[src/rtl/memmgr.sv]
// memmgr: UART-driven memory loader and register dumper for a small core.
// Receives a 24-bit little-endian length, then streams that many bytes into
// memory, hands the bus to the core, and on cede optionally dumps x0..x31.
// Optional feature macro: MEMMGR_DUMP_EN (builds the register-dump state).
module memmgr #(
    parameter int MABL = 19
) (
    input  logic            clk,
    input  logic            rst_n,
    input  logic            rx_valid,
    input  logic [7:0]      rx_data,
    output logic            tx_valid,
    input  logic            tx_ready,
    output logic [7:0]      tx_data,
    output logic            state,
    input  logic            cede,
    input  logic            core_we,
    input  logic [7:0]      core_wd,
    input  logic [MABL-1:0] core_ad,
    output logic            mem_we,
    output logic [7:0]      mem_wd,
    output logic [MABL-1:0] mem_ad,
    output logic [4:0]      memmgr_ra1,
    input  logic [31:0]     rd1
);
    typedef enum logic [1:0] {LEN, LOAD, RUN, DUMP} fsm_t;

    fsm_t            fsm_q, fsm_d;
    logic [23:0]     len_q, len_d;     // requested byte count N
    logic [1:0]      lidx_q, lidx_d;   // which length byte comes next
    logic [23:0]     lcnt_q, lcnt_d;   // bytes loaded so far (full width, never truncated)
    logic [MABL-1:0] ladr_q, ladr_d;   // load address, wraps at 2^MABL
    logic            state_q;
`ifdef MEMMGR_DUMP_EN
    logic [6:0]      dcnt_q, dcnt_d;   // dump byte counter: [6:2] register, [1:0] byte
`else
    logic            unused_dump_inputs;
    assign unused_dump_inputs = ^{rd1, tx_ready};
`endif

    assign state = state_q;

    // State and counter registers; reset aborts any load or dump at once.
    always_ff @(posedge clk or negedge rst_n) begin
        if (!rst_n) begin
            fsm_q   <= LEN;
            len_q   <= '0;
            lidx_q  <= '0;
            lcnt_q  <= '0;
            ladr_q  <= '0;
            state_q <= 1'b0;
`ifdef MEMMGR_DUMP_EN
            dcnt_q  <= '0;
`endif
        end else begin
            fsm_q   <= fsm_d;
            len_q   <= len_d;
            lidx_q  <= lidx_d;
            lcnt_q  <= lcnt_d;
            ladr_q  <= ladr_d;
            state_q <= (fsm_d == RUN);
`ifdef MEMMGR_DUMP_EN
            dcnt_q  <= dcnt_d;
`endif
        end
    end

    // Next-state, counter updates and bus/tx muxing.
    always_comb begin
        fsm_d      = fsm_q;
        len_d      = len_q;
        lidx_d     = lidx_q;
        lcnt_d     = lcnt_q;
        ladr_d     = ladr_q;
        mem_we     = 1'b0;
        mem_wd     = '0;
        mem_ad     = '0;
        tx_valid   = 1'b0;
        tx_data    = '0;
        memmgr_ra1 = '0;
`ifdef MEMMGR_DUMP_EN
        dcnt_d     = dcnt_q;
`endif
        case (fsm_q)
            LEN: begin
                if (rx_valid) begin
                    case (lidx_q)
                        2'd0:    len_d[7:0]   = rx_data;
                        2'd1:    len_d[15:8]  = rx_data;
                        default: len_d[23:16] = rx_data;
                    endcase
                    if (lidx_q == 2'd2) begin
                        lidx_d = '0;
                        fsm_d  = (len_d == 24'd0) ? RUN : LOAD;
                    end else begin
                        lidx_d = lidx_q + 2'd1;
                    end
                end
            end
            LOAD: begin
                if (rx_valid) begin
                    mem_we = 1'b1;
                    mem_wd = rx_data;
                    mem_ad = ladr_q;
                    ladr_d = ladr_q + MABL'(1);
                    lcnt_d = lcnt_q + 24'd1;
                    if (lcnt_d == len_q)
                        fsm_d = RUN;
                end
            end
            RUN: begin
                mem_we = core_we;
                mem_wd = core_wd;
                mem_ad = core_ad;
                if (cede) begin
                    // Leave with a clean slate so the next session starts at length byte 0.
                    len_d  = '0;
                    lidx_d = '0;
                    lcnt_d = '0;
                    ladr_d = '0;
`ifdef MEMMGR_DUMP_EN
                    dcnt_d = '0;
                    fsm_d  = DUMP;
`else
                    fsm_d  = LEN;
`endif
                end
            end
`ifdef MEMMGR_DUMP_EN
            DUMP: begin
                // Core is halted, so rd1 is steady for a fixed index: tx_data holds while stalled.
                tx_valid   = 1'b1;
                memmgr_ra1 = dcnt_q[6:2];
                tx_data    = rd1[{dcnt_q[1:0], 3'b000} +: 8];
                if (tx_ready) begin
                    dcnt_d = dcnt_q + 7'd1;
                    if (dcnt_q == 7'd127)
                        fsm_d = LEN;
                end
            end
`endif
            default: fsm_d = LEN;
        endcase
    end
endmodule

[config.mk]
export PLATFORM = sky130hd
export DESIGN_NAME = memmgr
export DESIGN_NICKNAME = d
export VERILOG_FILES = /design/src/rtl/memmgr.sv
export SDC_FILE = /design/constraint.sdc
export NUM_CORES = 1
export LEC_CHECK = 0
export ABC_AREA = 1
export ABC_CLOCK_PERIOD_IN_PS = 2360
export BUFFER_PORTS_ARGS = -buffer_cell sky130_fd_sc_hd__buf_4
export CORE_MARGIN = 2
export CORE_UTILIZATION = 45
export CTS_CLUSTER_SIZE = 25
export DETAILED_ROUTE_END_ITERATION = 6
export GPL_TIMING_DRIVEN = 0
export PLACE_DENSITY_LB_ADDON = 0.08
export SLEW_MARGIN = 20
export SYNTH_ARGS = -nofsm -noshare
export SYNTH_HDL_FRONTEND = slang
export SYNTH_SLANG_ARGS = --single-unit
[constraint.sdc]
create_clock -name clk -period 2.36 [get_ports clk]
set_input_delay 0.354 -clock clk [delete_from_list [all_inputs] [get_ports clk]]
set_output_delay 0.354 -clock clk [all_outputs]
set_load 0.02 [all_outputs]
After elaboration in Yosys (flattened, before gate mapping)
Index checks and enable logic that the tools add are counted.
{ "classes": {"n_reduce_logical": 8, "eq_ne": 9, "add_sub_neg": 3, "n_mux": 34} }
{ "op_table": {"columns": ["operator", "count"], "rows": [
  ["24-bit one-hot mux with 2 select lines", 2],
  ["8-bit 2-to-1 mux", 10],
  ["19-bit one-hot mux with 2 select lines", 2],
  ["24-bit 2-to-1 mux", 3],
  ["19-bit 2-to-1 mux", 3],
  ["24-bit by 1-bit adder with 24-bit output, second input constant", 1],
  ["24-bit equality test", 1],
  ["24-bit logical NOT", 1],
  ["19-bit by 1-bit adder with 19-bit output, second input constant", 1],
  ["2-bit 2-to-1 mux", 9],
  ["8-bit one-hot mux with 2 select lines", 1],
  ["2-bit equality test, second input constant", 3],
  ["2-bit != test, second input constant", 3],
  ["2-bit one-hot mux with 3 select lines", 1],
  ["3-bit AND reduction", 2],
  ["2-bit by 1-bit equality test with 1-bit output, second input constant", 2],
  ["2-bit logical NOT", 2],
  ["2-bit one-hot mux with 2 select lines", 1],
  ["2-bit nonzero test", 2],
  ["2-bit by 1-bit adder with 2-bit output, second input constant", 1],
  ["1-bit one-hot mux with 2 select lines", 1],
  ["2-bit OR reduction", 1],
  ["1-bit 2-to-1 mux", 1]
]} }
{ "totals": {"regBits": 72, "wordCells": 60} }

Longest topological paths before layout
Gate-level depths: netlist of the first run.
{ "logic_depth": {"depth_word": 11, "ltp_mapped": 19, "ltp_nobuf": 19} }

Worst setup path after synthesis of the first run
Ideal clock, no wire load.
{ "synth_timing": {"path_type": "flip-flop to flip-flop", "startpoint": "register fsm_q[1]", "endpoint": "register ladr_q[18]", "n_path_buf": 0, "slack_ns": 0.242, "stages_incl_launch_ff": 15, "arrival_time_ns": 1.978, "setup_ns": 0.140, "cell_sequence": "dfrtp_1 inv_1 ha_1 nand2_1 nand2_1 nand2_4 nor3_4 nand3_2 nor2_4 nand2_2 nor3_2 nand2_1 nor2_2 and3_1 nor3_2"} }
{ "synth_via": {"elab_chain_len": 3} }
{ "synth_rtl": {"columns": ["item", "line_no", "source"], "rows": [
  ["start, declared", "28", "fsm_t fsm_q, fsm_d;"],
  ["start signal, assigned", "56", "fsm_q <= fsm_d;"],
  ["2-bit by 1-bit equality test with 1-bit output / 2-bit equality test (equally long branches)", "84", "case (fsm_q)"],
  ["2-bit != test (no source line) / 2-bit nonzero test (equally long branches)", null, null],
  ["3-bit AND reduction (no source line)", null, null],
  ["end signal, assigned", "60", "ladr_q <= ladr_d;"],
  ["end, declared", "32", "logic [MABL-1:0] ladr_q, ladr_d;"]
]} }
Parallel ways exist; a longest one is shown, timed or not.
A chain may end at the register's enable or synchronous reset.

Worst setup path after layout of the first run
{ "layout_timing": {"startpoint": "register fsm_q[1]", "endpoint": "register lcnt_q[17]"} }
{ "layout_via": {"elab_chain_len": 3} }
{ "layout_rtl": {"columns": ["item", "line_no", "source"], "rows": [
  ["2-bit by 1-bit equality test with 1-bit output / 2-bit equality test (equally long branches)", "84", null],
  ["2-bit != test (no source line) / 2-bit nonzero test (equally long branches)", null, null],
  ["3-bit AND reduction (no source line)", null, null],
  ["end signal, assigned", "59", "lcnt_q <= lcnt_d;"],
  ["end, declared", "31", "logic [23:0] lcnt_q, lcnt_d;"]
]} }
Parallel ways exist; a longest one is shown, timed or not.

==> flow_metrics.env, run 1 <==
export IMPL_dp_slack_ps=-726.7
export IMPL_combPwrFrac_pct=51.9
export IMPL_pwr_share_seq_pct=30.6
export IMPL_dpl_hpwl_um=10910
export IMPL_nets=931
export IMPL_worstPathCellList="inv_2 > ha_4 > nand2_4 > nor2_2 > clkinv_2 > clkbuf_1 > o22ai_1"
export IMPL_end_kind="flop"
export IMPL_clockPowerShare_pct=17.4
export IMPL_worstPathArrival_ps=2630
export IMPL_synth_xor_area_share_pct=2.372
export IMPL_area_delta_synth_final_pct=26.75
export IMPL_critPathMaxStageDelay_ps=530
export IMPL_clkTransAtPathRegs_ps=90
export IMPL_drive_gt1_share_pct=24.62
export IMPL_dr_pass1_iters=5
export IMPL_ys_types=39
export IMPL_outcome="completed"
export IMPL_power_switching_mw=2.959
export IMPL_num_vias=5200
export IMPL_cp_slowest_cell="nor2_2"
export IMPL_ios=116
export IMPL_cp_num_cells=7
export IMPL_antenna_found_initial=0
export IMPL_finalCriticalPeriod_ps=2334
export IMPL_diodes=0
export IMPL_rsz0062_at_grt="yes"
export IMPL_die_height_um=110.1
export IMPL_crit_family="buffers and inverters"
export IMPL_synthMuxAreaShare_pct=0
export IMPL_yosys_area_share_simple_pct=34.61
export IMPL_die_area_um2=12120
export IMPL_h_tree_depth=3
export IMPL_viasPerCell=5.216
export IMPL_synth_compound_area_share_pct=15.02
export IMPL_period_share_pct=98.91
export IMPL_clkLatencyLatePin_ps=380
export IMPL_worst_slew_pin_slew_ps=960.6
export IMPL_maxSlewHeadroom_pct=35.96
export IMPL_cts_made_buffers=9
export IMPL_setup_viol=0
export IMPL_ys_seq_area_share_pct=35.57
export IMPL_finalCoreUtilization_pct=58.96
export IMPL_clockRootBuffer="clkbuf_8"
export IMPL_start_kind="flop"
export IMPL_drc=0
export IMPL_yosys_warnings=0
export IMPL_synth_top_family_by_area="simple AND/OR/NAND/NOR gates"
export IMPL_power_mw=6.361
export IMPL_final_area_um2=6420
export IMPL_grt_pass1_vias=4751
export IMPL_hold_slack_ps=105.1
export IMPL_worst_path_buf_inv=3
export IMPL_clock_sinks=72
export IMPL_overflow=0
export IMPL_fmax_mhz=428.4
export IMPL_syn_area_per_cell_um2=6.872
export IMPL_critical_path_required_ps=2660
export IMPL_io_buffers=68
export IMPL_postPlaceCellArea_um2=5799
export IMPL_cellPowerDensity_nw_per_um2=990.8
export IMPL_grtUsageTotal_pct=25.04
export IMPL_drt_total_wl_um=14890
export IMPL_vdd_ir_drop_max_uv=488.7
export IMPL_synth_area_um2=5065
export IMPL_synth_seq_cells=72
export IMPL_crit_fanout=10
export IMPL_leakagePower_nw=3.173
export IMPL_internal_power_mw=3.402
export IMPL_rows=38
export IMPL_grt_max_degree=73
export IMPL_path_class="flop to flop"
export IMPL_clockBufferDepth=2
export IMPL_initial_core_util_pct=46.52
export IMPL_clock_skew_ps=17.41
export IMPL_core_area_um2=10890
export IMPL_routabilityCongestion=0.9965
export IMPL_cts_tree="done"
export IMPL_swShare_pct=46.52
export IMPL_hold_violations=0
export IMPL_final_max_slew_viol_count=0
export IMPL_ff2ff_path_depth=7
export IMPL_drtAntennaViolNets=0
export IMPL_postSynthCellCount=737
export IMPL_synthAdderAreaFrac_pct=1.482
export IMPL_setup_ws_ps=25.80
export IMPL_wire_per_inst_um=14.93
export IMPL_drt_initial_drc_count=329
export IMPL_die_width_um=110.1
export IMPL_min_path_type="input pin to asynchronous set/reset pin"
export IMPL_grt_pass1_wl_um=23030
export IMPL_cap_violations=0
## cell usage after synthesis
| library cell | count | share of area [%] |
|---|---|---|
| o22ai_1 | 30 | 3.7 |
| a211oi_1 | 1 | 0.15 |
| nand3b_1 | 1 | 0.15 |
| nor2_4 | 5 | 1.1 |
| ha_1 | 6 | 1.5 |
| a21oi_2 | 1 | 0.17 |
| clkbuf_1 | 15 | 1.1 |
| o21a_1 | 1 | 0.15 |
| a21oi_1 | 47 | 4.6 |
| xor2_1 | 5 | 0.86 |
| a31oi_1 | 1 | 0.12 |
| nand2_1 | 216 | 16 |
| inv_2 | 6 | 0.44 |
| conb_1 | 1 | 0.074 |
| nand3b_2 | 1 | 0.22 |
| nor3_1 | 9 | 0.89 |
| clkinv_1 | 2 | 0.15 |
| nor2_8 | 4 | 1.6 |
| and3_1 | 1 | 0.12 |
| o21ai_2 | 1 | 0.17 |
| o21ai_1 | 4 | 0.40 |
| dfrtp_1 | 72 | 36 |
| nand3_1 | 60 | 5.9 |
| o21ai_0 | 54 | 5.3 |
| nor3_2 | 4 | 0.79 |
| a221oi_1 | 1 | 0.17 |
| nor2_2 | 3 | 0.37 |
| inv_1 | 85 | 6.3 |
| xnor3_1 | 3 | 1.3 |
| nor2_1 | 51 | 3.8 |
| nand3_2 | 1 | 0.20 |
| buf_2 | 2 | 0.20 |
| nor3_4 | 1 | 0.32 |
| buf_4 | 18 | 2.7 |
| xnor2_1 | 1 | 0.17 |
| nand2_4 | 3 | 0.67 |
| nand4_1 | 7 | 0.86 |
| nand2_2 | 12 | 1.5 |
| and2_1 | 1 | 0.12 |
## power groups by stage
stage                     sequential (mW)  combinational [mW]  clock (mW)
after CTS                            1.94                3.05        1.11
after floorplan                      1.87                2.13           0
after detailed placement             1.96                2.94           0
final                                1.95                3.30        1.11
after global routing                 2.00                3.64        1.16
after global placement               1.95                2.90           0
## final timing paths
kind / startpoint / to / slack [ps]
setup reg to reg: fsm_q[1] / lcnt_q[17] / 30
min in group clk: rx_data[1] / len_q[9] / 350
hold / removal: rst_n / lcnt_q[8] / 110
max in group asynchronous: rst_n / lcnt_q[0] / 1590
hold reg to reg: ladr_q[13] / ladr_q[13] / 520
setup / recovery: fsm_q[1] / lcnt_q[17] / 30
## stage by stage
step | std cells | TNS [ps]
floorplan | 750 | 0
global placement | 958 | -9286
detailed placement | 958 | -11910
CTS | 980 | 0
global route | 997 | -834.6
finish | 997 | 0
## cell type report
cell class              count  area [um2]
fillers                  1012        4468
multi-input cells         550        2959
clock inverters             4       51.30
repair buffers             91       690.7
inverters                  93       354.1
flip-flops and latches     72        1803
clock buffers              12       165.2
well taps                 140       175.2
plain buffers              35       221.5
## registers in the layout, summed over array words and instances (netlist names)
signal and cells:
lidx_q 2, state 1, lcnt_q 24, len_q 24, fsm_q 2, ladr_q 19
## kinds of logic after synthesis
| family | after synthesis |
|---|---|
| other cells | 1 |
| compound gates | 141 |
| simple gates | 380 |
| buf+inv | 128 |
| flops | 72 |
| xor+xnor | 9 |
| fa+ha+maj | 6 |
## per-layer routing
metal | up-vias | track usage (%) | share of wire [%]
li1 | 2603 | - | -
met1 | 2418 | 31.80 | 43
met3 | 31 | 4.527 | 5.5
met4 | 0 | 10.09 | 3.4
met2 | 148 | 42.16 | 48
met5 | - | 0 | 0
## placed cells by master, fill, tap and decap left out, types with 2 or more instances in the layout
cell type / netlist / routed
clkbuf_1: 15 / 9
clkinv_2: 0 / 3
o21ai_1: 4 / 3
buf_4: 18 / 107
nor3_1: 9 / 9
ha_1: 6 / 3
xor2_1: 5 / 5
nor2_2: 3 / 11
xnor3_1: 3 / 3
a21oi_1: 47 / 47
nand3_1: 60 / 57
ha_4: 0 / 3
nand4_1: 7 / 7
o22ai_1: 30 / 30
inv_2: 6 / 8
nand2_2: 12 / 19
clkbuf_4: 0 / 5
nor2_4: 5 / 7
nand3_2: 1 / 4
buf_2: 2 / 2
dfrtp_1: 72 / 71
nand2_4: 3 / 8
conb_1: 1 / 14
nor2_1: 51 / 41
nor2_8: 4 / 4
o21ai_0: 54 / 54
nor3_4: 1 / 4
nand2_1: 216 / 203
buf_6: 0 / 2
clkbuf_8: 0 / 12
inv_1: 85 / 82
## repair_timing
action | CTS | global route
pin swaps | 3 | 31
resized for setup | 18 | 53
hold buffers | 0 | 0
setup buffers | 6 | 17
endpoints found under the setup margin | 52 | 55
Power figures use the tool's default switching activity.
==> run 2: changes to the inputs <==
Settings changed: CORE_MARGIN 2 to 3.
==> flow_metrics.env, run 2 (same netlist as run 1, synthesis figures left out) <==
export IMPL_final_common_cell="nand2_1"
export IMPL_viasPerCell=5.223
export IMPL_vdd_ir_drop_max_uv=594.4
export IMPL_drt_total_wl_um=14910
export IMPL_critical_path_required_ps=2570
export IMPL_overflow=0
export IMPL_antenna_found_initial=0
export IMPL_initial_core_util_pct=46.32
export IMPL_clkTransAtPathRegs_ps=60
export IMPL_area_delta_synth_final_pct=27.87
export IMPL_dr_pass1_iters=6
export IMPL_setup_viol=0
export IMPL_clock_skew_ps=4.032
export IMPL_outcome="completed"
export IMPL_drive_gt1_share_pct=24.39
export IMPL_hold_violations=0
export IMPL_crit_fanout=5
export IMPL_die_height_um=112.1
export IMPL_dp_cells=958
export IMPL_maxSlewHeadroom_pct=36.76
export IMPL_cts_tree="done"
export IMPL_multiInputGateArea_um2=2929
export IMPL_grt_pass1_vias=4989
export IMPL_diodes=0
export IMPL_startpoint="fsm_q[0]"
export IMPL_final_cell_mix="nand2_1 (204), buf_4 (109), inv_1 (80)"
export IMPL_routabilityCongestion=0.9444
export IMPL_clockBufferDepth=2
export IMPL_grtUsageTotal_pct=23.73
export IMPL_nets=931
export IMPL_wire_per_inst_um=14.95
export IMPL_clkLatencyLatePin_ps=340
export IMPL_die_area_um2=12560
export IMPL_drt_initial_drc_count=421
export IMPL_h_tree_depth=3
export IMPL_clockRootBuffer="clkbuf_16"
export IMPL_end_kind="flop"
export IMPL_hold_slack_ps=153.7
export IMPL_seqCellArea_um2=1804
export IMPL_final_cells=997
export IMPL_die_width_um=112.1
export IMPL_start_kind="flop"
export IMPL_power_mw=6.680
export IMPL_rows=38
export IMPL_ios=116
export IMPL_worst_slew_pin_slew_ps=948.6
export IMPL_final_max_slew_viol_count=0
export IMPL_fmax_mhz=443.6
export IMPL_reg2reg_from="fsm_q[0]"
export IMPL_drc=0
export IMPL_dp_slack_ps=-594.4
export IMPL_cts_made_buffers=9
export IMPL_cellPowerDensity_nw_per_um2=1032
export IMPL_cap_violations=0
export IMPL_leakagePower_nw=3.179
export IMPL_dpl_hpwl_um=11060
export IMPL_clock_sinks=72
export IMPL_period_share_pct=95.52
export IMPL_worstPathArrival_ps=2470
export IMPL_grt_max_degree=73
export IMPL_path_class="flop to flop"
export IMPL_num_vias=5207
export IMPL_setup_ws_ps=105.7
export IMPL_grt_pass1_wl_um=24010
export IMPL_rsz0062_at_grt="yes"
export IMPL_finalCriticalPeriod_ps=2254
export IMPL_core_area_um2=10940
export IMPL_io_buffers=68
export IMPL_n_fill_cell=1037
export IMPL_drtAntennaViolNets=0
export IMPL_min_path_type="input pin to asynchronous set/reset pin"
export IMPL_reg_top3="lcnt_q (24), len_q (24), ladr_q (19)"
## run 2: what timing repair did
item                       CTS  global route
setup endpoints to repair   58            55
gates cloned                 0             0
pin swaps                    4            18
buffers inserted             8            15
hold buffers                 0             0
gates resized for setup     18            56
## run 2: routing by layer
layer  part of all wire, %  track usage, %  vias up
met1                    44           30.63     2394
met5                     0               0        -
li1                      -               -     2609
met2                    47           38.90      167
met3                   4.6           3.288       37
met4                   3.9           12.34        0
## run 2: per-stage QoR
stage	utilization [%]	cell area (um2)	TNS, ps
6_report	59.22	6476	0
5_1_grt	59.22	6476	-200.1
4_1_cts	56.78	6210	0
3_5_place_dp	53.03	5799	-9463
3_3_place_gp	53.03	5799	-7651
2_1_floorplan	-	5114	0
## run 2: worst max-delay path: stages (launching register included)
cell     delay [ps]
dfrtp_1         420
buf_6           140
ha_4            170
inv_2            50
nand2_2          60
nand2_4          90
nand2_8          80
nor3_4          150
nand3_2         120
nor2_4          130
nand2_4          80
nor3_4          160
nand2_1          90
nor2_2          150
and3_4          190
nor3_2           30
## run 2: path summary, 6_finish.rpt
check                             end  slack [ps]  cells past startpoint
hold / removal              lcnt_q[1]         150                      1
hold reg to reg             ladr_q[9]         520                      1
setup reg to reg           ladr_q[18]         110                     15
min in group clk             len_q[9]         410                      3
setup / recovery           ladr_q[18]         110                     15
max in group asynchronous    fsm_q[1]        1530                      1
## run 2: final cells by class
class                   count  area share (%)
well taps                 140           2.705
clock inverters             3          0.6182
flip-flops and latches     72           27.86
clock buffers              13           4.019
repair buffers             91           10.66
multi-input cells         550           45.23
inverters                  93           5.468
plain buffers              35           3.439
## run 2: report_power, final
part	switching, mW	internal, mW	leakage, nW	total [mW]
clock	0.529	0.873	0.150	1.40
sequential	0.344	1.62	0.956	1.97
combinational	2.10	1.22	2.07	3.31
==> run 3: changes to the inputs <==
Settings changed: CTS_BUF_LIST set to sky130_fd_sc_hd__clkbuf_16.
==> flow_metrics.env, run 3 (same netlist as run 1, synthesis figures left out) <==
export IMPL_clockRootBuffer="clkbuf_16"
export IMPL_n_fill_cell=1040
export IMPL_area_delta_synth_final_pct=27.74
export IMPL_maxSlewHeadroom_pct=35.80
export IMPL_crit_fanout=5
export IMPL_clock_sinks=72
export IMPL_multiInputGateArea_um2=2943
export IMPL_clkLatencyLatePin_ps=340
export IMPL_r2r_setup_slack_ps=100
export IMPL_clock_skew_ps=5.061
export IMPL_reg2reg_from="fsm_q[0]"
export IMPL_nets=931
export IMPL_period_share_pct=95.70
export IMPL_dr_pass1_iters=5
export IMPL_cts_tree="done"
export IMPL_wire_per_inst_um=14.93
export IMPL_ff2ff_path_depth=15
export IMPL_fmax_mhz=442.7
export IMPL_grt_max_degree=73
export IMPL_leakagePower_nw=3.179
export IMPL_timing_rr_end="ladr_q[18]"
export IMPL_die_width_um=112.1
export IMPL_grtUsageTotal_pct=23.72
export IMPL_drc=0
export IMPL_routabilityCongestion=0.9444
export IMPL_startpoint="fsm_q[0]"
export IMPL_rsz0062_at_grt="yes"
export IMPL_drt_initial_drc_count=346
export IMPL_cap_violations=0
export IMPL_start_kind="flop"
export IMPL_dpl_hpwl_um=11060
export IMPL_final_cell_mix="nand2_1 (203), buf_4 (109), inv_1 (82)"
export IMPL_setup_viol=0
export IMPL_final_area_um2=6470
export IMPL_h_tree_depth=3
export IMPL_worstPathArrival_ps=2470
export IMPL_hold_violations=0
export IMPL_clkTransAtPathRegs_ps=60
export IMPL_worst_slew_pin_slew_ps=963.0
export IMPL_power_mw=6.600
export IMPL_hold_buffers=0
export IMPL_ios=116
export IMPL_tns_ps=0
export IMPL_seqCellArea_um2=1804
export IMPL_min_path_type="input pin to asynchronous set/reset pin"
export IMPL_outcome="completed"
export IMPL_core_area_um2=10940
export IMPL_cts_made_buffers=9
export IMPL_antenna_found_initial=0
export IMPL_num_vias=5233
export IMPL_vdd_ir_drop_max_uv=591.8
export IMPL_grt_pass1_wl_um=24000
export IMPL_hold_slack_ps=141.7
export IMPL_final_max_slew_viol_count=0
export IMPL_finalCriticalPeriod_ps=2259
export IMPL_diodes=0
export IMPL_drive_gt1_share_pct=24.62
export IMPL_crit_path_end="ladr_q[18]"
export IMPL_viasPerCell=5.249
export IMPL_finalCoreUtilization_pct=59.16
export IMPL_postPlaceCellArea_um2=5799
export IMPL_critical_path_required_ps=2570
export IMPL_reg_top3="lcnt_q (24), len_q (24), ladr_q (19)"
export IMPL_initial_core_util_pct=46.32
export IMPL_grt_pass1_vias=4984
export IMPL_drt_total_wl_um=14890
export IMPL_rows=38
export IMPL_die_area_um2=12560
export IMPL_cellPowerDensity_nw_per_um2=1020
export IMPL_clockBufferDepth=2
export IMPL_end_kind="flop"
export IMPL_path_class="flop to flop"
export IMPL_overflow=0
export IMPL_die_height_um=112.1
export IMPL_final_common_cell="nand2_1"
export IMPL_drtAntennaViolNets=0
export IMPL_io_buffers=68
[run 3: cell types whose count changed in the layout (fill, tap and decap cells not counted), moves of 2 or more]
cell	change
clkinv_1	+2
clkbuf_8	-2
inv_1	+2
clkbuf_1	-2
[run 3: repair_timing]
| item | CTS | global route |
|---|---|---|
| cloned | 0 | 0 |
| gates resized for setup | 18 | 60 |
| buffers inserted | 8 | 15 |
| endpoints found under the setup margin | 58 | 55 |
| pin swaps | 4 | 18 |
[run 3: area by class of cell]
class / instances / area share, %
clock buffers: 9 / 3.481
plain buffers: 35 / 3.442
flip-flops and latches: 72 / 27.89
repair buffers: 91 / 10.67
well taps: 140 / 2.707
clock inverters: 7 / 0.8509
multi-input cells: 550 / 45.48
inverters: 93 / 5.473
[run 3: worst max-delay path, stage by stage (launching register included)]
cell and delay [ps]:
dfrtp_1 420, buf_6 140, ha_4 170, inv_2 50, nand2_2 60, nand2_4 90
nand2_8 80, nor3_4 150, nand3_2 120, nor2_4 130, nand2_4 80, nor3_4 160
nand2_1 90, nor2_2 150, and3_4 190, nor3_2 30
[run 3: per-stage QoR]
| stage | instances | setup slack, ps |
|---|---|---|
| 2_1_floorplan | 750 | 241.7 |
| 3_3_place_gp | 958 | -536.5 |
| 6_report | 997 | 101.4 |
| 3_5_place_dp | 958 | -594.4 |
| 5_1_grt | 997 | -62.55 |
| 4_1_cts | 982 | 3.861 |
[run 3: power by group]
part / internal (mW) / leakage (nW) / switching (mW)
Sequential: 1.62 / 0.956 / 0.344
Combinational: 1.22 / 2.08 / 2.10
Clock: 0.799 / 0.147 / 0.518
Total: 3.64 / 3.18 / 2.96
[run 3: metal layers]
| metal | up-vias | part of all wire (%) | GRT usage [%] |
|---|---|---|---|
| met4 | 0 | 3.8 | 12.34 |
| met2 | 171 | 48 | 38.86 |
| met3 | 36 | 4.8 | 3.288 |
| met1 | 2414 | 43 | 30.63 |
| met5 | - | 0 | 0 |
| li1 | 2612 | - | - |
[run 3: worst min-delay path by stage]
stage                     startpoint    endpoint  cells after the start
after floorplan                rst_n    fsm_q[0]                      0
after global placement    ladr_q[13]  ladr_q[13]                      1
after detailed placement   ladr_q[9]   ladr_q[9]                      1
after CTS                      rst_n   lcnt_q[5]                      1
after global routing           rst_n   lcnt_q[5]                      1
final                          rst_n   lcnt_q[1]                      1
